`config.mk`:
```
export PLATFORM = sky130hd
export DESIGN_NAME = booth_multiplier
export DESIGN_NICKNAME = d
export VERILOG_FILES = /design/src/rtl/booth_multiplier.sv
export SDC_FILE = /design/constraint.sdc
export NUM_CORES = 1
export LEC_CHECK = 0
export CORE_ASPECT_RATIO = 1.5
export CORE_MARGIN = 3
export CORE_UTILIZATION = 55
export DETAILED_ROUTE_END_ITERATION = 16
export DONT_BUFFER_PORTS = 1
export PLACE_DENSITY = 0.7
export SLEW_MARGIN = 40
export SYNTH_ARGS = -nofsm -noshare
export SYNTH_HDL_FRONTEND = slang
export SYNTH_SLANG_ARGS = --single-unit
```
`constraint.sdc`:
```
create_clock -name clk -period 5.95 [get_ports clk]
set_input_delay 0.8925 -clock clk [delete_from_list [all_inputs] [get_ports clk]]
set_output_delay 0.8925 -clock clk [all_outputs]
set_load 0.005 [all_outputs]
```
`src/rtl/booth_multiplier.sv`:
```
// Two-stage signed WIDTH x WIDTH radix-4 Booth multiplier: operand registers, then the partial-product sum registered.
// Optional valid handshake is enabled by defining BOOTH_MULT_VALID_EN.

package booth_multiplier_pkg;

  typedef enum logic [2:0] {
    BOOTH_ZERO = 3'd0,
    BOOTH_POS1 = 3'd1,
    BOOTH_POS2 = 3'd2,
    BOOTH_NEG1 = 3'd3,
    BOOTH_NEG2 = 3'd4
  } booth_digit_e;

  // Triplet is {b[2i+1], b[2i], b[2i-1]}.
  function automatic booth_digit_e booth_recode(input logic [2:0] triplet);
    booth_digit_e digit;
    case (triplet)
      3'b001, 3'b010: digit = BOOTH_POS1;
      3'b011:         digit = BOOTH_POS2;
      3'b100:         digit = BOOTH_NEG2;
      3'b101, 3'b110: digit = BOOTH_NEG1;
      default:        digit = BOOTH_ZERO;
    endcase
    return digit;
  endfunction

endpackage

module booth_multiplier
  import booth_multiplier_pkg::*;
#(
  parameter int WIDTH = 8
) (
  input  logic               clk,
  input  logic               rst,
  input  logic [WIDTH-1:0]   in1,
  input  logic [WIDTH-1:0]   in2,
`ifdef BOOTH_MULT_VALID_EN
  input  logic               in_valid,
  output logic               out_valid,
`endif
  output logic [2*WIDTH-1:0] clocked_out
);

  localparam int PW   = 2 * WIDTH;
  localparam int NDIG = WIDTH / 2;
  localparam logic [PW-1:0] ONE = PW'(1);

  logic [WIDTH-1:0] a_q, a_d;
  logic [WIDTH-1:0] b_q, b_d;
  logic [PW-1:0]    prod_q, prod_d;
  logic             load_s1, load_s2;

`ifdef BOOTH_MULT_VALID_EN
  logic valid1_q, valid2_q;

  always_ff @(posedge clk or posedge rst) begin
    if (rst) begin
      valid1_q <= 1'b0;
      valid2_q <= 1'b0;
    end else begin
      valid1_q <= in_valid;
      valid2_q <= valid1_q;
    end
  end

  assign load_s1   = in_valid;
  assign load_s2   = valid1_q;
  assign out_valid = valid2_q;
`else
  assign load_s1 = 1'b1;
  assign load_s2 = 1'b1;
`endif

  always_comb begin
    a_d = load_s1 ? in1 : a_q;
    b_d = load_s1 ? in2 : b_q;
  end

  // NOTE: sequential state uses non-blocking assignments so every register samples pre-edge values.
  always_ff @(posedge clk or posedge rst) begin
    if (rst) begin
      a_q <= '0;
      b_q <= '0;
    end else begin
      a_q <= a_d;
      b_q <= b_d;
    end
  end

  logic [WIDTH:0]   b_ext;
  logic [PW-1:0]    a_ext, a_ext_x2;
  booth_digit_e     digit [NDIG];
  logic [PW-1:0]    pp    [NDIG];
  logic [PW-1:0]    pp_sum;

  assign b_ext    = {b_q, 1'b0};
  assign a_ext    = {{WIDTH{a_q[WIDTH-1]}}, a_q};
  assign a_ext_x2 = a_ext << 1;

  // NOTE: every variable written here gets a value on every path, so no latch is inferred.
  always_comb begin
    for (int i = 0; i < NDIG; i++) begin
      logic [PW-1:0] term;
      digit[i] = booth_recode(b_ext[2*i +: 3]);
      case (digit[i])
        BOOTH_POS1: term = a_ext;
        BOOTH_POS2: term = a_ext_x2;
        BOOTH_NEG1: term = (~a_ext) + ONE;
        BOOTH_NEG2: term = (~a_ext_x2) + ONE;
        default:    term = '0;
      endcase
      pp[i] = term << (2 * i);
    end
  end

  // Wrap-around sum is exact: the true product always fits in PW bits.
  always_comb begin
    pp_sum = '0;
    for (int i = 0; i < NDIG; i++) begin
      pp_sum = pp_sum + pp[i];
    end
    prod_d = load_s2 ? pp_sum : prod_q;
  end

  always_ff @(posedge clk or posedge rst) begin
    if (rst) begin
      prod_q <= '0;
    end else begin
      prod_q <= prod_d;
    end
  end

  assign clocked_out = prod_q;

endmodule

```
# ---- Yosys cells after proc, flatten, opt, wreduce, memory -nomap -nowiden
# Index checks and enable logic that the tools add are counted.
dict set report op_classes {
  bitwise_logic 2
  reduce_logical 6
  muxes 8
  n_eq_ne 37
  n_addsub 5
}
# operator count
set ops {}
lappend ops {{$pmux W16 S4} 1}
lappend ops {{$pmux W14 S4} 1}
lappend ops {{$add A16 B16 Y16} 3}
lappend ops {{$pmux W12 S4} 1}
lappend ops {{$eq A3 B2 Y1 const B} 14}
lappend ops {{$pmux W10 S4} 1}
lappend ops {{$eq A3 B3 Y1 const B} 13}
lappend ops {{$pmux W3 S4} 3}
lappend ops {{$add A16 B1 Y16 const B} 2}
lappend ops {{$not A16 Y16} 2}
lappend ops {{$eq A3 B1 Y1 const B} 7}
lappend ops {{$reduce_or A2 Y1} 6}
lappend ops {{$pmux W3 S3} 1}
lappend ops {{$eq A2 B2 Y1 const B} 2}
lappend ops {{$eq A2 B1 Y1 const B} 1}
dict set report word_totals {
  out_inout_bits 16
  regBits 32
  inputBits 18
}

# ---- Logic depth before layout (Yosys ltp)
dict set report logic_depth {
  depth_word 8
  depth_mapped 22
  depth_no_buf 18
}

# ---- Worst setup path before layout
# Ideal clock, no wire load.
dict set report synth_timing {
  path_type {reg-to-reg}
  start {reg a_q[0]}
  end {reg prod_q[15], in the netlist clocked_out[15]}
  t_arrival_ns 4.728
  slack_ns 1.088
  path_stages_with_launch 22
  setup_ns 0.134
  cell_sequence {dfrtp_1 > buf_2 > inv_1 > ha_1 > buf_4 > or3b_1 > buf_2 > or3_1 > buf_2 > xor2_2 > a221oi_1 > nor2_1 > fa_1 > inv_1 > fa_1 > inv_1 > ha_1 > nand2_1 > o21ai_0 > o22ai_1 > o31ai_1 > xnor3_1}
}
dict set report synth_between {
  elab_chain_len 6
  elab_cells_between_ends 11
  cone_classes {5 x add/sub; 4 x mux; 2 x bitwise}
}
# item line
set synth_lines {}
lappend synth_lines {{start, declared} 49} ;# logic [WIDTH-1:0] a_q, a_d;
lappend synth_lines {{start signal, assigned} 83} ;# a_q <= '0;
lappend synth_lines {{start signal, assigned} 86} ;# a_q <= a_d;
lappend synth_lines {{$not A16 Y16, on equally long branches} {109, 110}}
lappend synth_lines {{$add A16 B1 Y16, on equally long branches} {109, 110}}
lappend synth_lines {{$pmux W16 S4 / $pmux W14 S4 (equally long branches)} 106} ;# case (digit[i])
lappend synth_lines {{$add A16 B16 Y16 (2 in series)} 121} ;# pp_sum = pp_sum + pp[i];
lappend synth_lines {{$add A16 B16 Y16 (*)} 121}
lappend synth_lines {{named net pp_sum[15]} 95} ;# logic [PW-1:0] pp_sum;
lappend synth_lines {{end signal, assigned} 130} ;# prod_q <= prod_d;
lappend synth_lines {{end, declared} 51} ;# logic [PW-1:0] prod_q, prod_d;
# The timed path passes the listed nets; every way through them passes the cells marked *.

# ---- Worst setup path in the final report
# Same ends and word-level chain as after synthesis.

==> results.yml <==
outcome:
  status: "finished, final reports clean"
route:
  wire_per_inst_um: 17.8
  drc: 0
  routed_wirelength_um: 9040
  drt-initial-drc-count: 209
  post_drt_via_cell_ratio: 6.36
  vias: 3236
  first_pass_iters: 5
  antenna_left: 0
cells_and_area:
  drive_gt1_frac: 0.0828
  nets: 491
  area_growth_pct: 3.42
  final_cell_mix: "51 x nand2_1, 44 x inv_1, 40 x nor2_1, 34 x a21oi_1, 32 x dfrtp_1"
  antennaDiodeCount: 0
  final_common_cell: "nand2_1"
  postLayoutCoreUtil: 0.605
place:
  place_congestion: 0.920
  dp_hpwl_um: 6790
  place_ws_ps: 676
  io_buffers: 0
logic_synthesis:
  synth-seq-cells: 32
  synth_cell_types: 64
  netlist_area_um2: 3690
  yosysSeqAreaShare: 0.217
  syn_inst: 454
  synthTopCellsByArea: "dfrtp_1 22%, fa_1 11%, ha_1 6.1%"
  dominantRegCellSynth: "dfrtp_1"
  synth_area_leader_cell: "dfrtp_1"
  synth_top_area_share: 0.217
  async_reset_ff_frac: 1.00
  syn-num-nets: 511
  yosysWarnings: 0
  synth_edf_count: 0
  avgSynthCellArea_um2: 8.13
pwr:
  intPower_uw: 650
  p_sw_frac: 0.403
  pwr-share-comb: 0.512
  peakVddDrop_mv: 0.219
  seqPwrFrac: 0.292
  p_leak_uw: 0.00173
  clockPowerShare: 0.196
  finalPower_uw: 1090
  power_per_cell_area_nw_per_um2: 285
  switchingPower_uw: 438
critical_path:
  required_ps: 6120
  r2r-start: "a_q[0]$_DFF_PP0_"
  cpMostUsedCell: "inv_1"
  r2r-end: "clocked_out[15]$_DFF_PP0_"
  rr_worst_depth: 17
  crit_path_start: "a_q[0]$_DFF_PP0_"
  critical_path_class: "flop to flop"
  r2r_slack_ps: 600
  path_cells: "inv_1 > ha_1 > or3b_1 > or3_1 > xor2_2 > a221oi_1 > nor2_1 > fa_1 > inv_1 > fa_1 > inv_1 > ha_1 > nand2_1 > o21ai_0 > o22ai_1 > o31ai_1 > xnor3_1"
  worstSetupStartpointType: "flop"
  crit_fanout: 10
  critPathCaptureType: "flop"
  cp_data_arrival_time_ps: 5520
  cpPeakStageDelay_ps: 520
  crit_path_top_delay_cell: "fa_1"
  crit_path_end: "clocked_out[15]$_DFF_PP0_"
grt:
  overflow: 0
  grt_max_degree: 36
  antenna_found_initial: 0
  grt_pass1_vias: 3145
  grt_pass1_wl_um: 15200
  track_usage: 0.253
clocking:
  clockBufferDepth: 2
  hold_buffers: 0
  clockRootBuffer: "clkbuf_8"
  cts_setup_buffers: 0
  clock_sinks: 32
  htree_num_levels: 2
  worstSkewPairLatency_ps: 290
  cts_inserted_buffers: 5
  cts.reportedPaths.clkPinSlew_ps: 70
  cts_resized: 0
  cts_tree: "done"
run:
  maxCapViolations: 0
floorplan:
  die_w_um: 72.9
  coreArea_um2: 6310
  die_y_um: 106
  io_pins: 34
  row_count: 35
  initial_core_util: 0.585
  die_area_um2: 7750
timing:
  tns_ps: 0
  fin_hold_ws_ps: 576
  slew_headroom: 0.548
  clock.fmax_mhz: 187
  finalCritPeriodShare: 0.898
  fin_ws_ps: 604
  hold_viol: 0
  min_period_ps: 5350
  rsz0062_at_grt: "false"
  clock_skew_ps: 3.60
  tightestPinTransition_ps: 678
  slew_violations: 0
  setup_viol: 0
min_path:
  hp-class: "input port to asynchronous set/reset pin"
critical path, delay by kind of cell, from the launching register on:
family,cells,cell delay [ps]
flip-flops,1,490
XOR/XNOR,2,580
AND/OR/NAND/NOR,4,1050
AO/OA/AOI/OAI,4,1180
buffers and inverters,3,240
adder cells (fa/ha/maj),4,1670
cell usage after synthesis (all sizes together) (8+ instances only):
cell type / count
o21ai: 26
a21oi: 35
inv: 44
nor2: 40
nand2: 51
buf: 14
dfrtp: 32
xor2: 10
mux2i: 9
o211ai: 9
ha: 18
xnor2: 15
fa: 21
clkbuf: 22
a211oi: 8
how the worst min path moves through the flow:
stage	startpoint	to	slack, ps
finish	rst	b_q[6]$_DFF_PP0_	580
CTS	rst	b_q[2]$_DFF_PP0_	580
global placement	a_q[1]$_DFF_PP0_	clocked_out[1]$_DFF_PP0_	710
global route	rst	a_q[5]$_DFF_PP0_	610
floorplan	a_q[0]$_DFF_PP0_	clocked_out[0]$_DFF_PP0_	650
detailed placement	a_q[0]$_DFF_PP0_	clocked_out[0]$_DFF_PP0_	730
cells by family after synthesis:
family          count (synthesis)  share of synthesized area
compound gates                132                      0.239
simple gates                  126                      0.160
buf+inv                        82                     0.0871
fa+ha+maj                      39                      0.175
flops                          32                      0.217
xor+xnor                       26                     0.0675
mux                            17                     0.0549
state kept, by name (all words and copies together), names as in the netlist:
signal and count:
b_q 8, clocked_out 16, a_q 8
per-layer routing:
layer	vias to the layer above	global-route usage	wire length (um)	share of wire
met1	1565	0.303	3540	0.39
met3	24	0.0293	395	0.044
met2	121	0.435	4670	0.52
met4	0	0.128	433	0.048
li1	1526	-	-	-
met5	-	0	0	0
area by class of cell:
| type | count | area, um^2 |
|---|---|---|
| Timing Repair Buffer | 9 | 71.3 |
| Tap cell | 74 | 92.6 |
| Sequential cell | 32 | 801 |
| Inverter | 46 | 173 |
| Fill cell | 575 | 2490 |
| Clock buffer | 5 | 68.8 |
| Clock inverter | 3 | 42.5 |
| Multi-Input combinational cell | 340 | 2570 |
power by group through the flow:
stage	sequential (uW)	clock [uW]	combinational, uW
CTS	321	220	559
floorplan	300	0	474
finish	318	213	557
detailed placement	325	0	556
global route	326	229	640
global placement	325	0	544
metrics by stage:
| stage | area (um^2) | cells |
|---|---|---|
| after floorplan | 3690 | 454 |
| after global placement | 3690 | 500 |
| after detailed placement | 3690 | 500 |
| after CTS | 3800 | 508 |
| after global routing | 3820 | 509 |
| final | 3820 | 509 |
Note: power is estimated with default switching activity, not from simulation.
